--- config.mk ---
export PLATFORM = sky130hd
export DESIGN_NAME = dbus_arbiter
export DESIGN_NICKNAME = d
export VERILOG_FILES = /design/src/rtl/dbus_arbiter.sv
export SDC_FILE = /design/constraint.sdc
export NUM_CORES = 1
export LEC_CHECK = 0
export CAP_MARGIN = 15
export CORE_AREA = 2 2 129 131
export CTS_BUF_LIST = sky130_fd_sc_hd__clkbuf_16
export CTS_CLUSTER_DIAMETER = 200
export CTS_CLUSTER_SIZE = 20
export DETAILED_ROUTE_END_ITERATION = 10
export DIE_AREA = 0 0 131 133
export PLACE_DENSITY = 0.52
export RECOVER_POWER = 100
export REMOVE_ABC_BUFFERS = 1
export SYNTH_ARGS = -nofsm -noshare
export SYNTH_HDL_FRONTEND = slang
export SYNTH_SLANG_ARGS = --single-unit
--- constraint.sdc ---
create_clock -name clk -period 5.3 [get_ports clk]
set_input_delay 1.06 -clock clk [delete_from_list [all_inputs] [get_ports clk]]
set_output_delay 1.06 -clock clk [all_outputs]
set_load 0.01 [all_outputs]
--- src/rtl/dbus_arbiter.sv ---
// Two-master arbiter onto one synchronous single-port memory: single-cycle writes, two-cycle reads.
// Round-robin or fixed priority (PRIO_MODE); requesters are held off by withholding their ready.
module dbus_arbiter #(
    parameter int PRIO_MODE = 0
) (
    input  logic        clk,
    input  logic        rstb,
    input  logic [31:0] m0_addr,
    input  logic        m0_wr_req,
    output logic        m0_wr_ready,
    input  logic [3:0]  m0_wr_be,
    input  logic [31:0] m0_wr_data,
    input  logic        m0_rd_req,
    output logic        m0_rd_ready,
    output logic [31:0] m0_rd_data,
    input  logic [31:0] m1_addr,
    input  logic        m1_wr_req,
    output logic        m1_wr_ready,
    input  logic [3:0]  m1_wr_be,
    input  logic [31:0] m1_wr_data,
    input  logic        m1_rd_req,
    output logic        m1_rd_ready,
    output logic [31:0] m1_rd_data,
    output logic        mem_cs,
    output logic        mem_we,
    output logic [3:0]  mem_be,
    output logic [31:0] mem_addr,
    output logic [31:0] mem_wdata,
    input  logic [31:0] mem_rdata,
    input  logic        cnt_clr,
    output logic [15:0] conflict_cnt
);

    typedef enum logic {IDLE = 1'b0, RD_DATA = 1'b1} state_t;

    state_t      state_q, state_d;
    logic        last_gnt_q, last_gnt_d;
    logic        rd_owner_q, rd_owner_d;
    logic [15:0] cnt_q, cnt_d;

    logic req0, req1, gnt_vld, gnt_idx, gnt_wr, wait0, wait1;

    assign req0 = m0_wr_req | m0_rd_req;
    assign req1 = m1_wr_req | m1_rd_req;

    always_comb begin
        state_d     = state_q;
        last_gnt_d  = last_gnt_q;
        rd_owner_d  = rd_owner_q;
        gnt_vld     = 1'b0;
        gnt_idx     = 1'b0;
        gnt_wr      = 1'b0;
        m0_wr_ready = 1'b0;
        m1_wr_ready = 1'b0;
        m0_rd_ready = 1'b0;
        m1_rd_ready = 1'b0;
        m0_rd_data  = 32'h0;
        m1_rd_data  = 32'h0;
        mem_cs      = 1'b0;
        mem_we      = 1'b0;
        mem_be      = 4'h0;
        mem_addr    = 32'h0;
        mem_wdata   = 32'h0;

        // Outputs are gated by rstb so nothing leaks out while reset is held.
        if (rstb) begin
            case (state_q)
                IDLE: begin
                    if (req0 || req1) begin
                        gnt_vld = 1'b1;
                        if (req0 && req1)
                            gnt_idx = (PRIO_MODE != 0) ? 1'b0 : ~last_gnt_q;
                        else
                            gnt_idx = req1;
                        gnt_wr     = gnt_idx ? m1_wr_req : m0_wr_req;
                        last_gnt_d = gnt_idx;
                        mem_cs     = 1'b1;
                        mem_addr   = gnt_idx ? m1_addr : m0_addr;
                        if (gnt_wr) begin
                            mem_we      = 1'b1;
                            mem_be      = gnt_idx ? m1_wr_be : m0_wr_be;
                            mem_wdata   = gnt_idx ? m1_wr_data : m0_wr_data;
                            m0_wr_ready = ~gnt_idx;
                            m1_wr_ready = gnt_idx;
                        end else begin
                            rd_owner_d = gnt_idx;
                            state_d    = RD_DATA;
                        end
                    end
                end
                RD_DATA: begin
                    // Completes even if the owner has dropped its request.
                    state_d = IDLE;
                    if (rd_owner_q) begin
                        m1_rd_ready = 1'b1;
                        m1_rd_data  = mem_rdata;
                    end else begin
                        m0_rd_ready = 1'b1;
                        m0_rd_data  = mem_rdata;
                    end
                end
                default: state_d = IDLE;
            endcase
        end
    end

    assign wait0 = req0 && !(gnt_vld && !gnt_idx) && !(state_q == RD_DATA && !rd_owner_q);
    assign wait1 = req1 && !(gnt_vld &&  gnt_idx) && !(state_q == RD_DATA &&  rd_owner_q);

    always_comb begin
        cnt_d = cnt_q;
        if (cnt_clr)
            cnt_d = 16'h0;
        else if ((wait0 || wait1) && cnt_q != 16'hFFFF)
            cnt_d = cnt_q + 16'd1;
    end

    assign conflict_cnt = cnt_q;

    always_ff @(posedge clk or negedge rstb) begin
        if (!rstb) begin
            state_q    <= IDLE;
            last_gnt_q <= 1'b1;
            rd_owner_q <= 1'b0;
            cnt_q      <= 16'h0;
        end else begin
            state_q    <= state_d;
            last_gnt_q <= last_gnt_d;
            rd_owner_q <= rd_owner_d;
            cnt_q      <= cnt_d;
        end
    end

endmodule
==> After elaboration in Yosys (flattened, before gate mapping) <==
Index checks and enable logic that the tools add are counted.
{ "totals": {"reg_bits": 19, "in_bits": 175, "out_inout_bits": 154, "wordCells": 87} }
{ "op_classes": {"n_addsub": 1, "eq_ne": 1, "muxes": 54, "n_bitwise": 6, "n_reduce_logical": 21} }
{ "op_table": {"columns": ["cell", "n"], "rows": [
  ["$mux 32", 15],
  ["$mux 16", 2],
  ["$mux 1", 31],
  ["$mux 4", 5],
  ["$add 16x1->16 const B", 1],
  ["$ne 16x16->1 const B", 1],
  ["$logic_and 1x1->1", 10],
  ["$logic_not 1->1", 6],
  ["$not 1->1", 4],
  ["$reduce_and 4->1", 1],
  ["$reduce_and 3->1", 1],
  ["$logic_or 1x1->1", 2],
  ["$or 1x1->1", 2],
  ["$pmux 1 s2", 1],
  ["$reduce_bool 2->1", 1]
]} }

==> Depth between registers and ports, before layout <==
Gate-level depths: netlist of run 1.
{ "depth": {"depth_word": 18, "ltp_mapped": 8, "depth_no_buf": 6} }

==> Worst setup path before layout of run 1 <==
Ideal clock, no wire load.
{ "synth_timing": {"path_kind": "in2out", "startpoint": "input m0_wr_req", "endpoint": "output mem_wdata[10]", "arrival_time_ps": 2288, "t_required_ps": 4240, "setup_slack_ps": 1952, "stages": 7, "n_path_buf": 2, "cell_sequence": "or2_1 -> nand2_1 -> nand2_1 -> and3_1 -> buf_2 -> buf_6 -> a22o_1"} }
{ "synth_via": {"elab_chain_cells": 11, "word_cells_on_any_way": 13} }
{ "synth_rtl": {"columns": ["element", "line", "rtl"], "rows": [
  ["from (decl)", "9", "input logic m0_wr_req,"],
  ["$or 1x1->1", "43", "assign req0 = m0_wr_req | m0_rd_req;"],
  ["$logic_and 1x1->1", "71", "if (req0 && req1)"],
  ["$mux 1", "71", null],
  ["$mux 1", "69", "if (req0 || req1) begin"],
  ["$mux 1", "67", "case (state_q)"],
  ["$mux 1", "66", "if (rstb) begin"],
  ["$mux 32 or $mux 1 (tied branches)", "82, 75", null],
  ["$mux 32", "79", "if (gnt_wr) begin"],
  ["$mux 32 (*)", "69", null],
  ["$mux 32 (*)", "67", null],
  ["$mux 32 (*)", "66", null],
  ["to (decl)", "28", "output logic [31:0] mem_wdata,"]
]} }
Mark *: on every way between the ends. The rest lies on a longest branch, timed or not. The select of a mux whose other input is x is not followed.

==> Final worst setup path of run 1 <==
{ "layout_timing": {"startpoint": "input m0_wr_req", "endpoint": "output mem_addr[18]"} }
{ "layout_via": {"elab_chain_cells": 10, "word_cells_on_any_way": 11} }
{ "layout_rtl": {"columns": ["element", "line", "rtl"], "rows": [
  ["$or 1x1->1 (*)", "43", null],
  ["$logic_and 1x1->1", "71", null],
  ["$mux 1", "71", null],
  ["$mux 1", "69", null],
  ["$mux 1", "67", null],
  ["$mux 1", "66", null],
  ["$mux 32", "78", "mem_addr = gnt_idx ? m1_addr : m0_addr;"],
  ["$mux 32 (*)", "69", null],
  ["$mux 32 (*)", "67", null],
  ["$mux 32 (*)", "66", null],
  ["to (decl)", "27", "output logic [31:0] mem_addr,"]
]} }
Marks and branches as above.

==> results.json, run 1 <==
{
  "status": "finished, final reports clean",
  "final_nets": 834,
  "synth_area_leader_cell": "dfrtp_1",
  "cts_made_buffers": 3,
  "place_ws_ns": 0.874,
  "fp.dieW_um": 131,
  "antenna_left": 0,
  "start_util": 0.147,
  "final_cell_mix": "clkdlybuf4s50_1, dlygate4sd3_1, nand2_1",
  "multi_input_area_um2": 1720,
  "syn_to_final_growth_pct": 148,
  "hold_viol": 0,
  "dieArea_um2": 17400,
  "cellPowerDensity_nw_per_um2": 172,
  "clk_latency_ns": 0.25,
  "rows": 47,
  "cts_tree": "yes",
  "ys_seq_elements": 19,
  "critPathCaptureType": "output port",
  "min_period_ns": 4.79,
  "via_per_inst": 4.29,
  "grt.total_usage": 0.174,
  "clock_sinks": 19,
  "setup_slack_ns": 0.512,
  "num_vias": 3764,
  "cts_root_buffer": "clkbuf_16",
  "cts_max_level": 1,
  "max_cap_viol_count": 0,
  "synth.cell_area_um2": 2370,
  "ff2ff_path_depth": 6,
  "cts.repair.resized": 0,
  "max_freq_mhz": 209,
  "final_area_um2": 5880,
  "final_common_cell": "clkdlybuf4s50_1",
  "cts_setup_buffers": 0,
  "post_synth_num_cell_types": 42,
  "skew_ns": 0.00296,
  "period_share": 0.903,
  "first_iter_violations": 199,
  "cp.arrival_ns": 3.73,
  "routed_wl_mm": 16.3,
  "finalSetupViolations": 0,
  "cp.required_ns": 4.24,
  "portBuffers": 328,
  "fill_cells": 1684,
  "grt_pass1_vias": 3693,
  "die_h_um": 133,
  "drive_above_1_share": 0.0289,
  "clk_pin_slew_ns": 0.06,
  "synth_top_area_frac": 0.190,
  "slew_violations": 0,
  "io_pins": 329,
  "place_area_um2": 5830,
  "ys_seq_area_frac": 0.201,
  "syn_avg_cell_area_um2": 6.85,
  "peakVddDrop_v": 0.000121,
  "ctsHoldBuffers": 0,
  "critPathLaunchType": "primary input",
  "worst_slew_pin_slew_ns": 0.814,
  "cts_buffer_depth": 2,
  "slew_headroom": 0.454,
  "antenna_found_initial": 1,
  "dp.cells": 873,
  "hp-class": "flip-flop to flip-flop",
  "grt_max_degree": 39,
  "post_drt_wl_per_cell_um": 18.6,
  "power_leakage_uw": 0.00262,
  "hold_depth": 2,
  "synthCells": 346,
  "hpwl_mm": 13.6,
  "rsz0062_at_grt": "no",
  "drcViolationCount": 0,
  "synth_area_leaders": "dfrtp_1, and2_1, a22o_1",
  "core_area_um2": 16200,
  "regArea_um2": 477,
  "hold_slack_ns": 0.573,
  "first_pass_iters": 4,
  "critPathMaxFanout": 32,
  "tns_ns": 0,
  "grt_pass1_wl_mm": 23.0,
  "final_cells": 878,
  "gp_congestion": 0.895,
  "yosys_warnings": 0,
  "overflow": 0,
  "path_class": "primary input to output port"
}
[state kept, by name, indices dropped and copies added, names as in the netlist]
register,count
conflict_cnt,16
last_gnt_q,1
state_q,1
rd_owner_q,1
[cells in the mapped netlist, drive strengths merged]
master and instances:
a21bo 1, a21oi 44, a22o 36, a311oi 1
a31oi 1, and2 65, and2b 1, and3 5
and4 4, buf 13, clkbuf 16, dfrtp 18
dfstp 1, ha 1, inv 3, maj3 1
mux2i 1, nand2 75, nand2b 3, nand3 7
nand4 4, nor2 7, nor3 1, nor3b 1
nor4 2, o21ai 11, o21ba 1, o21bai 1
o31a 1, o31ai 4, or2 3, or3 7
or4 3, xor2 3
[final cells by class]
type / count / share of cell area
Timing Repair Buffer: 336 / 0.564
Multi-Input combinational cell: 295 / 0.292
Sequential cell: 19 / 0.0810
Tap cell: 220 / 0.0468
Clock buffer: 3 / 0.0128
Inverter: 3 / 0.00191
Clock inverter: 1 / 0.000851
Antenna cell: 1 / 0.000425
[logic make-up (layout without fill, tap and decap cells)]
| family | after synthesis | after routing | share of synthesized area |
|---|---|---|---|
| flip-flops | 19 | 19 | 0.201 |
| other | 0 | 1 | 0 |
| AO/OA/AOI/OAI | 101 | 101 | 0.288 |
| adder cells (fa/ha/maj) | 2 | 2 | 0.0111 |
| buffers and inverters | 32 | 343 | 0.0697 |
| AND/OR/NAND/NOR | 188 | 188 | 0.414 |
| multiplexers | 1 | 1 | 0.00422 |
| XOR/XNOR | 3 | 3 | 0.0111 |
[worst max-delay path: stages]
cell and delay (ns):
dlygate4sd3_1 0.59, or2_0 0.31, nand2_1 0.14, and2_1 0.14, clkbuf_2 0.54, nand2_1 0.12
a21oi_1 0.16, dlygate4sd3_1 0.64
[per-layer routing]
layer,global-route usage,share of wire,vias up
met5,0,0.00061,-
met4,0.0225,0.0076,2
met3,0.0518,0.097,10
met2,0.306,0.48,186
met1,0.213,0.41,1730
li1,-,-,1836
[through the flow]
step | total power (µW) | utilization
after floorplan | 448 | -
after global placement | 890 | 0.360
after detailed placement | 895 | 0.360
after CTS | 1060 | 0.365
after global routing | 1080 | 0.364
final | 1010 | 0.364
[where the power goes]
group          switching, µW  internal, µW  total [µW]
Sequential              19.4           161         181
Combinational            314           360         674
Clock                   57.6           101         159
[final timing paths]
check / from / endpoint / slack, ns
max: m0_wr_req / mem_addr[18] / 0.51
min reg2reg: conflict_cnt[13]$_DFFE_PN0P_ / conflict_cnt[13]$_DFFE_PN0P_ / 0.57
max in group asynchronous: rstb / last_gnt_q$_DFFE_PN1P_ / 3.76
min in group asynchronous: rstb / rd_owner_q$_DFFE_PN0P_ / 1.26
max reg2reg: conflict_cnt[0]$_DFFE_PN0P_ / conflict_cnt[13]$_DFFE_PN0P_ / 2.91
min: conflict_cnt[13]$_DFFE_PN0P_ / conflict_cnt[13]$_DFFE_PN0P_ / 0.57
Note: power is estimated with default switching activity, not from simulation.
==> inputs of run 2 (changes only) <==
Settings changed: ABC_AREA from default to 1, CORE_AREA 2 2 129 131 to 2 2 128 130, DIE_AREA 0 0 131 133 to 0 0 130 132, PLACE_DENSITY 0.52 to 0.54, TNS_END_PERCENT from default to 100.
==> run 2 against run 1 <==
Net effect:
- global-route usage up 0.76 points
- clock power about the same
- sequential share of layout area down 0.29 points
- first-iteration DRC count grew 23%
- worst setup slack improved by 0.019 ns
- largest cell class unchanged
==> results.json, run 2 <==
{
  "seq_power_share": 0.170,
  "routed_wl_mm": 16.5,
  "final_common_cell": "clkdlybuf4s50_1",
  "ys_seq_area_frac": 0.186,
  "cts_root_buffer": "clkbuf_16",
  "crit_chain": "dlygate4sd3_1, o21ai_0, nand2_1, nor2_4, clkbuf_2, a22o_1, dlygate4sd3_1",
  "syn_to_final_growth_pct": 138,
  "grt.total_usage": 0.182,
  "syn_avg_cell_area_um2": 5.70,
  "hpwl_mm": 14.1,
  "drcViolationCount": 0,
  "peakVddDrop_v": 0.000102,
  "first_iter_violations": 245,
  "clk_latency_ns": 0.26,
  "critPathTopFamily": "buffers and inverters",
  "yosys-top-cells-count": "nor2_1, nand2_1, inv_1",
  "cts_setup_buffers": 0,
  "status": "finished, final reports clean",
  "pwr-share-comb": 0.682,
  "cts_max_level": 1,
  "synth_ff_type": "dfrtp_1",
  "largest_register_ffs": 16,
  "num_vias": 4145,
  "core_area_um2": 15700,
  "drive_above_1_share": 0.0249,
  "first_pass_iters": 4,
  "cp.arrival_ns": 3.71,
  "gp_congestion": 1.04,
  "die_h_um": 132,
  "cpMaxStageDelayCell": "dlygate4sd3_1",
  "synth_area_leader_cell": "nor2_1",
  "overflow": 0,
  "final_cells": 985,
  "synth_edf_count": 0,
  "cts_buffer_depth": 2,
  "yosysMostFrequentCell": "nor2_1",
  "place_area_um2": 6040,
  "yosys_warnings": 0,
  "grt_max_degree": 38,
  "critPathCaptureType": "output port",
  "p_clk_frac": 0.149,
  "period_share": 0.900,
  "dieArea_um2": 17200,
  "synth.cell_area_um2": 2560,
  "cellPowerDensity_nw_per_um2": 175,
  "place_ws_ns": 0.825,
  "cts_made_buffers": 3,
  "p_switching_uw": 440,
  "cp.required_ns": 4.24,
  "cpPeakStageDelay_ns": 0.62,
  "grt_pass1_vias": 4013,
  "antenna_found_initial": 8,
  "via_per_inst": 4.21,
  "fp.dieW_um": 130,
  "grt_pass1_wl_mm": 24.2,
  "cp_common_cell": "dlygate4sd3_1",
  "min_period_ns": 4.77,
  "clock_sinks": 19,
  "final_area_um2": 6100,
  "power_leakage_uw": 0.00307,
  "finalSetupViolations": 0,
  "p_int_uw": 628,
  "io_pins": 329,
  "hp-class": "flip-flop to flip-flop",
  "antenna_left": 0,
  "slew_violations": 0,
  "ys_seq_elements": 19,
  "synth_top_area_frac": 0.220,
  "dp.cells": 973,
  "rows": 46,
  "start_util": 0.163,
  "slew_headroom": 0.120,
  "path_class": "primary input to output port",
  "final_nets": 939,
  "fin_util": 0.388,
  "tns_ns": 0,
  "skew_ns": 0.00642,
  "critPathMaxFanout": 37,
  "portBuffers": 328,
  "synth_area_leaders": "nor2_1, dfrtp_1, a22o_1",
  "post_drt_wl_per_cell_um": 16.8,
  "ctsHoldBuffers": 0,
  "worst_slew_pin_slew_ns": 1.32,
  "cts.repair.resized": 0,
  "cts_tree": "yes",
  "rsz0062_at_grt": "no",
  "post_synth_num_cell_types": 29,
  "async_reset_ff_frac": 1.00,
  "critPathLaunchType": "primary input",
  "final_cell_mix": "clkdlybuf4s50_1, nor2_1, dlygate4sd3_1",
  "max_freq_mhz": 210,
  "clk_pin_slew_ns": 0.06,
  "fill_cells": 1655,
  "setup_slack_ns": 0.530,
  "synthCells": 450,
  "hold_viol": 0,
  "max_cap_viol_count": 0,
  "cp_num_buf_inv": 3,
  "sw_frac_of_total": 0.412
}
-- run 2: metal layers --
metal / track usage / wire, µm / up-vias
met1: 0.222 / 6530 / 1887
li1: - / - / 2070
met3: 0.0394 / 1360 / 24
met4: 0.0544 / 430 / 4
met2: 0.315 / 8200 / 160
met5: 0 / 26 / -
-- run 2: logic make-up (layout without fill, tap and decap cells) --
| kind of cell | count (synthesis) | count (layout) | synth area share |
|---|---|---|---|
| AND/OR/NAND/NOR | 265 | 265 | 0.451 |
| buffers and inverters | 82 | 394 | 0.126 |
| AO/OA/AOI/OAI | 74 | 74 | 0.201 |
| flip-flops | 19 | 19 | 0.186 |
| XOR/XNOR | 9 | 9 | 0.0307 |
| adder cells (fa/ha/maj) | 1 | 1 | 0.00488 |
| other | 0 | 7 | 0 |
-- run 2: power groups by stage --
stage | Clock, µW | Combinational, µW | Sequential, µW
after floorplan | 0 | 310 | 182
after global placement | 0 | 782 | 182
after CTS | 162 | 794 | 181
after global routing | 167 | 790 | 184
final | 159 | 728 | 181
after detailed placement | 0 | 791 | 183
-- run 2: stage by stage --
| step | hold slack (ns) | power [µW] |
|---|---|---|
| floorplan | 0.450 | 492 |
| global placement | 0.482 | 964 |
| detailed placement | 0.494 | 975 |
| CTS | 0.504 | 1140 |
| global route | 0.534 | 1140 |
| finish | 0.499 | 1070 |
-- run 2: area by class of cell --
class | instances | area [µm²] | share of cell area
multi-input combinational | 349 | 1730 | 0.284
sequential | 19 | 477 | 0.0781
timing repair buffer | 333 | 3310 | 0.543
antenna | 7 | 17.5 | 0.00287
clock inverter | 1 | 3.75 | 0.000615
inverter | 57 | 214 | 0.0351
tap | 216 | 270 | 0.0443
clock buffer | 3 | 75.1 | 0.0123
-- run 2: tightest hold or removal path, stage by stage, from the launching register on --
cell and delay, ns:
dfstp_2 0.38, nand2_1 0.06, nand2_1 0.05
-- run 2: final timing paths --
kind	startpoint	endpoint	slack [ns]	cells after the start
max	m0_wr_req	mem_be[1]	0.53	7
min	last_gnt_q$_DFFE_PN1P_	last_gnt_q$_DFFE_PN1P_	0.50	2
max reg2reg	last_gnt_q$_DFFE_PN1P_	conflict_cnt[9]$_DFFE_PN0P_	2.57	10
min reg2reg	last_gnt_q$_DFFE_PN1P_	last_gnt_q$_DFFE_PN1P_	0.50	2
max in group asynchronous	rstb	conflict_cnt[3]$_DFFE_PN0P_	3.05	2
min in group asynchronous	rstb	rd_owner_q$_DFFE_PN0P_	1.11	1
